File: src/rtl/exp_store_table.sv
// Expected-store register file with a matched bitmap; offers an indexed lookup
// and a lowest-index search over unmatched entries below the active count.
module exp_store_table #(
    parameter int unsigned ADDR_W = 32,
    parameter int unsigned DATA_W = 32,
    parameter int unsigned N_EXP  = 4,
    parameter int unsigned IDX_W  = 2
) (
    input  logic              clk,
    input  logic              rst_n,
    input  logic              wr_en_i,
    input  logic [IDX_W-1:0]  wr_idx_i,
    input  logic [ADDR_W-1:0] wr_addr_i,
    input  logic [DATA_W-1:0] wr_data_i,
    input  logic              clr_i,
    input  logic              mark_i,
    input  logic [IDX_W-1:0]  mark_idx_i,
    input  logic [IDX_W-1:0]  rd_idx_i,
    output logic [ADDR_W-1:0] rd_addr_o_c,
    output logic [DATA_W-1:0] rd_data_o_c,
    input  logic [ADDR_W-1:0] srch_addr_i,
    input  logic [DATA_W-1:0] srch_data_i,
    input  logic [IDX_W:0]    srch_count_i,
    output logic              srch_hit_o_c,
    output logic              srch_data_ok_o_c,
    output logic [IDX_W-1:0]  srch_idx_o_c
);

    localparam int unsigned      CNT_W   = IDX_W + 1;
    localparam logic [CNT_W-1:0] N_EXP_C = CNT_W'(N_EXP);

    logic [ADDR_W-1:0] addr_q [N_EXP];
    logic [DATA_W-1:0] data_q [N_EXP];
    logic [N_EXP-1:0]  matched_q;

    // Table contents carry no reset; they are always written before use.
    always_ff @(posedge clk) begin
        if (wr_en_i && ({1'b0, wr_idx_i} < N_EXP_C)) begin
            addr_q[wr_idx_i] <= wr_addr_i;
            data_q[wr_idx_i] <= wr_data_i;
        end
    end

    always_ff @(posedge clk or negedge rst_n) begin
        if (!rst_n) begin
            matched_q <= '0;
        end else if (clr_i) begin
            matched_q <= '0;
        end else if (mark_i) begin
            matched_q[mark_idx_i] <= 1'b1;
        end
    end

    always_comb begin
        rd_addr_o_c = '0;
        rd_data_o_c = '0;
        if ({1'b0, rd_idx_i} < N_EXP_C) begin
            rd_addr_o_c = addr_q[rd_idx_i];
            rd_data_o_c = data_q[rd_idx_i];
        end
    end

    // Walk downwards so the lowest data-correct candidate wins.
    always_comb begin
        srch_hit_o_c     = 1'b0;
        srch_data_ok_o_c = 1'b0;
        srch_idx_o_c     = '0;
        for (int i = int'(N_EXP) - 1; i >= 0; i--) begin
            if (!matched_q[i] && (CNT_W'(i) < srch_count_i) &&
                (addr_q[i] == srch_addr_i)) begin
                srch_hit_o_c = 1'b1;
                if (data_q[i] == srch_data_i) begin
                    srch_data_ok_o_c = 1'b1;
                    srch_idx_o_c     = IDX_W'(i);
                end
            end
        end
    end

endmodule

File: config.mk
export PLATFORM = sky130hd
export DESIGN_NAME = exp_store_table
export DESIGN_NICKNAME = d
export VERILOG_FILES = /design/src/rtl/exp_store_table.sv
export SDC_FILE = /design/constraint.sdc
export NUM_CORES = 1
export LEC_CHECK = 0
export ABC_AREA = 1
export BUFFER_PORTS_ARGS = -buffer_cell sky130_fd_sc_hd__buf_2
export CAP_MARGIN = 5
export CELL_PAD_IN_SITES_DETAIL_PLACEMENT = 0
export CELL_PAD_IN_SITES_GLOBAL_PLACEMENT = 1
export CORE_MARGIN = 1.5
export CORE_UTILIZATION = 47
export DETAILED_ROUTE_END_ITERATION = 6
export PLACE_DENSITY = 0.95
export SETUP_SLACK_MARGIN = 0.3
export SLEW_MARGIN = 10
export SYNTH_ARGS = -nofsm -noshare
export SYNTH_HDL_FRONTEND = slang
export SYNTH_SLANG_ARGS = --single-unit
export TNS_END_PERCENT = 100
File: constraint.sdc
create_clock -name clk -period 2.25 [get_ports clk]
set_input_delay 0.225 -clock clk [delete_from_list [all_inputs] [get_ports clk]]
set_output_delay 0.225 -clock clk [all_outputs]
set_load 0.02 [all_outputs]
# After elaboration in Yosys (flattened, before gate mapping)
# Memories as Yosys holds them, arrays and structs flattened.
# Index checks and enable logic that the tools add are counted.
[word_totals]
output_inout_bits = 68
inputBits = 142
register_bits = 4
wordCells = 58
n_memories = 2
mem_bits_rw = 256
[memory_table]
columns = ["name", "depth", "width", "read_ports", "rd_ports_with_merged_regs", "wr", "line", "rtl"]
rows = [
  ["addr_q", 4, 32, 5, 0, 1, "32", "logic [ADDR_W-1:0] addr_q [N_EXP];"],
  ["data_q", 4, 32, 5, 0, 1, "33", "logic [DATA_W-1:0] data_q [N_EXP];"],
]
[classes]
n_lt_le_gt_ge = 6
mux = 26
bitwise_logic = 1
n_eq_ne = 8
reduce_logical = 14
[ops]
columns = ["operator", "n"]
rows = [
  ["equality test 32 bit", 8],
  ["two-way mux 2 bit", 8],
  ["two-way mux 1 bit", 15],
  ["logical AND 1 bit", 9],
  ["two-way mux 4 bit", 2],
  ["< comparator 1 x 3 -> 1 bit (first input constant)", 2],
  ["< comparator 2 x 3 -> 1 bit (first input constant)", 2],
  ["logical NOT 1 bit", 4],
  ["OR 4 bit", 1],
  ["< comparator 2 x 3 -> 1 bit (second input constant)", 1],
  ["demux 1 bit (select 2 bit)", 1],
  ["greater-or-equal comparator 2 x 1 -> 1 bit (second input constant)", 1],
  ["nonzero test 2 bit", 1],
]

# Longest topological paths before layout
[depth]
ltp_word = 10
mapped_depth = 13
depth_no_buf = 12

# Worst setup path after synthesis
# Ideal clock, no wire load.
[synth_path]
kind = "input -> register"
start = "input wr_idx_i[1]"
end = "memory addr_q[0][0] (enable)"
n_path_buf = 0
setup_time_ns = 0.565
arrival_time_ns = 4.689
path_slack_ns = -3.005
path_stages = 1
required_time_ns = 1.685
cell_sequence = "nor3_1"
[synth_rtl]
columns = ["item", "line", "rtl"]
rows = [
  ["from (decl)", "12", "input logic [IDX_W-1:0] wr_idx_i,"],
  ["to (decl)", "32", ""],
]
# Straight into the memory's write port.

==> metrics.cfg <==
[status]
outcome = finished with violations
violations = setup timing

[setup_path]
r2r_slack_ps = 1020
cp.arrival_ps = 2330
cp_max_fo = 3
worstSetupPathType = register to output port
cp-end-kind = output port
timing.rr.start = matched_q[3]
worstRegToRegCells = 3
required_ps = 2030
start_kind = register
timing.rr.end = matched_q[3]

[clocking]
cts_root_buf = clkbuf_16
cts_tree = built
htreeDepth = 1
cts_buffers = 28
numClockSinks = 260
cts_max_path_buffers = 3
clkTransAtPathRegs_ps = 60
clock_latency_ps = 540

[layout]
nets = 1859
utilization_pct = 60.7
area_delta_synth_final_pct = 26.4
drive_gt1_share_pct = 20.6

[logic_synthesis]
synth_xor_area_share_pct = 9.30
synth_compound_area_share_pct = 10.6
seq_area_frac_synth_pct = 57.9
synth_area_um2 = 13500
synth_seq_cells = 260
synth_top_family_by_area = simple AND/OR/NAND/NOR gates
synth_cells = 1423
avgSynthCellArea_um2 = 9.46
synthAdderAreaFrac_pct = 0
yosys_warnings = 0
synth_cell_types = 32
synthMuxAreaShare_pct = 0
synthSimpleGateAreaFrac_pct = 16.8
syn-num-nets = 1565

[place]
port_buffers = 209
gp_congestion = 0.979
dp_slack_ps = 86.1
dpl.hpwl_um = 29100

[sta]
grt_setup_unrepaired = yes
hold_viol_final = 0
fmax_ghz = 0.392
drv_slew = 0
period_minus_slack_ps = 2550
setup_viol = 4
relSlewSlack_pct = 56.7
finalCritPeriodShare_pct = 113
tightestPinTransition_ps = 648
final.setup.worst_slack_ps = -302
finClkSkew_ps = 0

[global_routing]
grt_usage_pct = 28.1
grt_pass1_wl_um = 61600
grt_antenna_before_repair = 5
grt_overflow = 0
grt_max_degree = 65
grt_pass1_vias = 11200

[detailed_routing]
drc = 0
firstDrtPassIters = 6
drt_iter0_drc = 1146
vias = 11300
wl_per_cell_um = 19.5
finalWirelength_um = 41400
antenna_left = 0
via_per_inst = 5.33

[die]
io_pins = 210
die_w_um = 172
fp.dieH_um = 172
initial_core_util_pct = 48.0
num_rows = 61
die_area_um2 = 29700
coreArea_um2 = 28000

[power]
vdd_ir_drop_max_uv = 733
power.density_nw_per_um2 = 706
p_leak_nw = 6.76

[worst_hold_path]
holdPathStages = 2
whs_endpoint = data_q[0][17]
worstHoldPathType = input port to register
worstHoldStart = wr_idx_i[0]

[flow_run]
maxCapViolations = 0

sequential cells by signal, indices dropped and copies added, names as in the netlist:
register   flops
addr_q       128
data_q       128
matched_q      4
per-stage QoR:
stage	std cells	hold WS, ps	setup TNS, ps	area (um^2)	power (W)
final	2119	126	-872	17000	0.0120
after detailed placement	1984	35.6	0	15100	0.00744
after global placement	1984	31.4	0	15100	0.00741
after floorplan	1423	-70.6	-20880	13500	0.00672
after global routing	2116	139	-1350	17000	0.0124
after CTS	2111	116	-965	16900	0.0120
cell families (layout without fill, tap and decap cells):
kind of cell | Yosys count | in the layout
AO/OA/AOI/OAI | 269 | 269
XOR/XNOR | 142 | 142
buffers and inverters | 188 | 503
flip-flops | 260 | 260
other | 0 | 3
AND/OR/NAND/NOR | 564 | 564
how the worst max path moves through the flow:
stage | slack, ps | depth (start not counted) | end | start
5_1_grt | -410 | 10 | srch_idx_o_c[0] | addr_q[0][7]
2_1_floorplan | -80 | 2 | addr_q[0][0] | wr_en_i
3_5_place_dp | 90 | 11 | srch_idx_o_c[0] | srch_addr_i[11]
3_3_place_gp | 70 | 13 | srch_idx_o_c[1] | srch_addr_i[11]
6_report | -300 | 10 | srch_idx_o_c[0] | addr_q[0][7]
4_1_cts | -260 | 9 | srch_hit_o_c | addr_q[0][2]
final cells by class:
type,count,area (um^2)
fillers,2344,11000
flip-flops and latches,260,7790
multi-input cells,975,5160
repair buffers,315,2160
clock buffers,40,787
inverters,137,517
well taps,378,473
clock inverters,11,115
diodes,3,7.51
cells in the final DEF (no fill, tap or decap), types with 10 or more instances in the layout:
master,synthesis,layout
inv_1,125,121
buf_2,4,204
xnor2_1,80,74
clkbuf_16,0,29
nor2_2,3,13
xor2_1,61,61
dlygate4sd3_1,0,73
a21oi_1,22,20
or2_2,15,15
o22ai_1,59,59
edfxtp_1,256,256
nor2_1,227,213
nand3_1,25,20
o21ai_1,5,10
nand2_1,265,259
o21ai_0,179,173
inv_2,10,13
buf_4,0,25
worst max-delay path, cell delays in order, from the launching register on:
cell and delay [ps]:
edfxtp_1 420, nand2_1 100, o21ai_0 160, nor3_2 250
buf_4 140, nand2_1 40, nor2_1 190, nand3_2 170
nor2_2 130, a21oi_2 50, buf_6 130
where the power goes:
part | internal, W | switching [W]
clock network | 0.00265 | 0.00185
logic | 0.000668 | 0.00108
registers | 0.00559 | 0.000160
Yosys cell counts (all sizes together):
library cell  count  area (um^2)
a21oi            22          110
and2              1         6.26
buf               5         31.3
clkbuf           46          184
clkinv            2         7.51
dfrtp             4          100
edfxtp          256         7690
inv             135          507
nand2           267         1010
nand2b            1         6.26
nand3            25          125
nand3b            3         22.5
nand4             9         56.3
nor2            230          871
nor3             12         60.1
o2111ai           1         8.76
o211ai            1         7.51
o21a              1         7.51
o21ai           184          921
o221ai            1         8.76
o22ai            59          369
or2              16          100
xnor2            81          717
xor2             61          534
routing by layer:
metal,vias up,track usage (%),share of wire (%)
met1,5286,33.6,38
met5,-,0,0.068
met4,6,9.34,3.9
met2,538,50.4,49
li1,5367,-,-
met3,98,5.63,8.7
repair_timing:
action	CTS	global route
hold buffers	73	0
pin swaps	30	24
buffers inserted	3	5
hold endpoints to repair	264	0
endpoints found under the setup margin	4	5
resized for setup	37	23
Note: power is estimated with default switching activity, not from simulation.
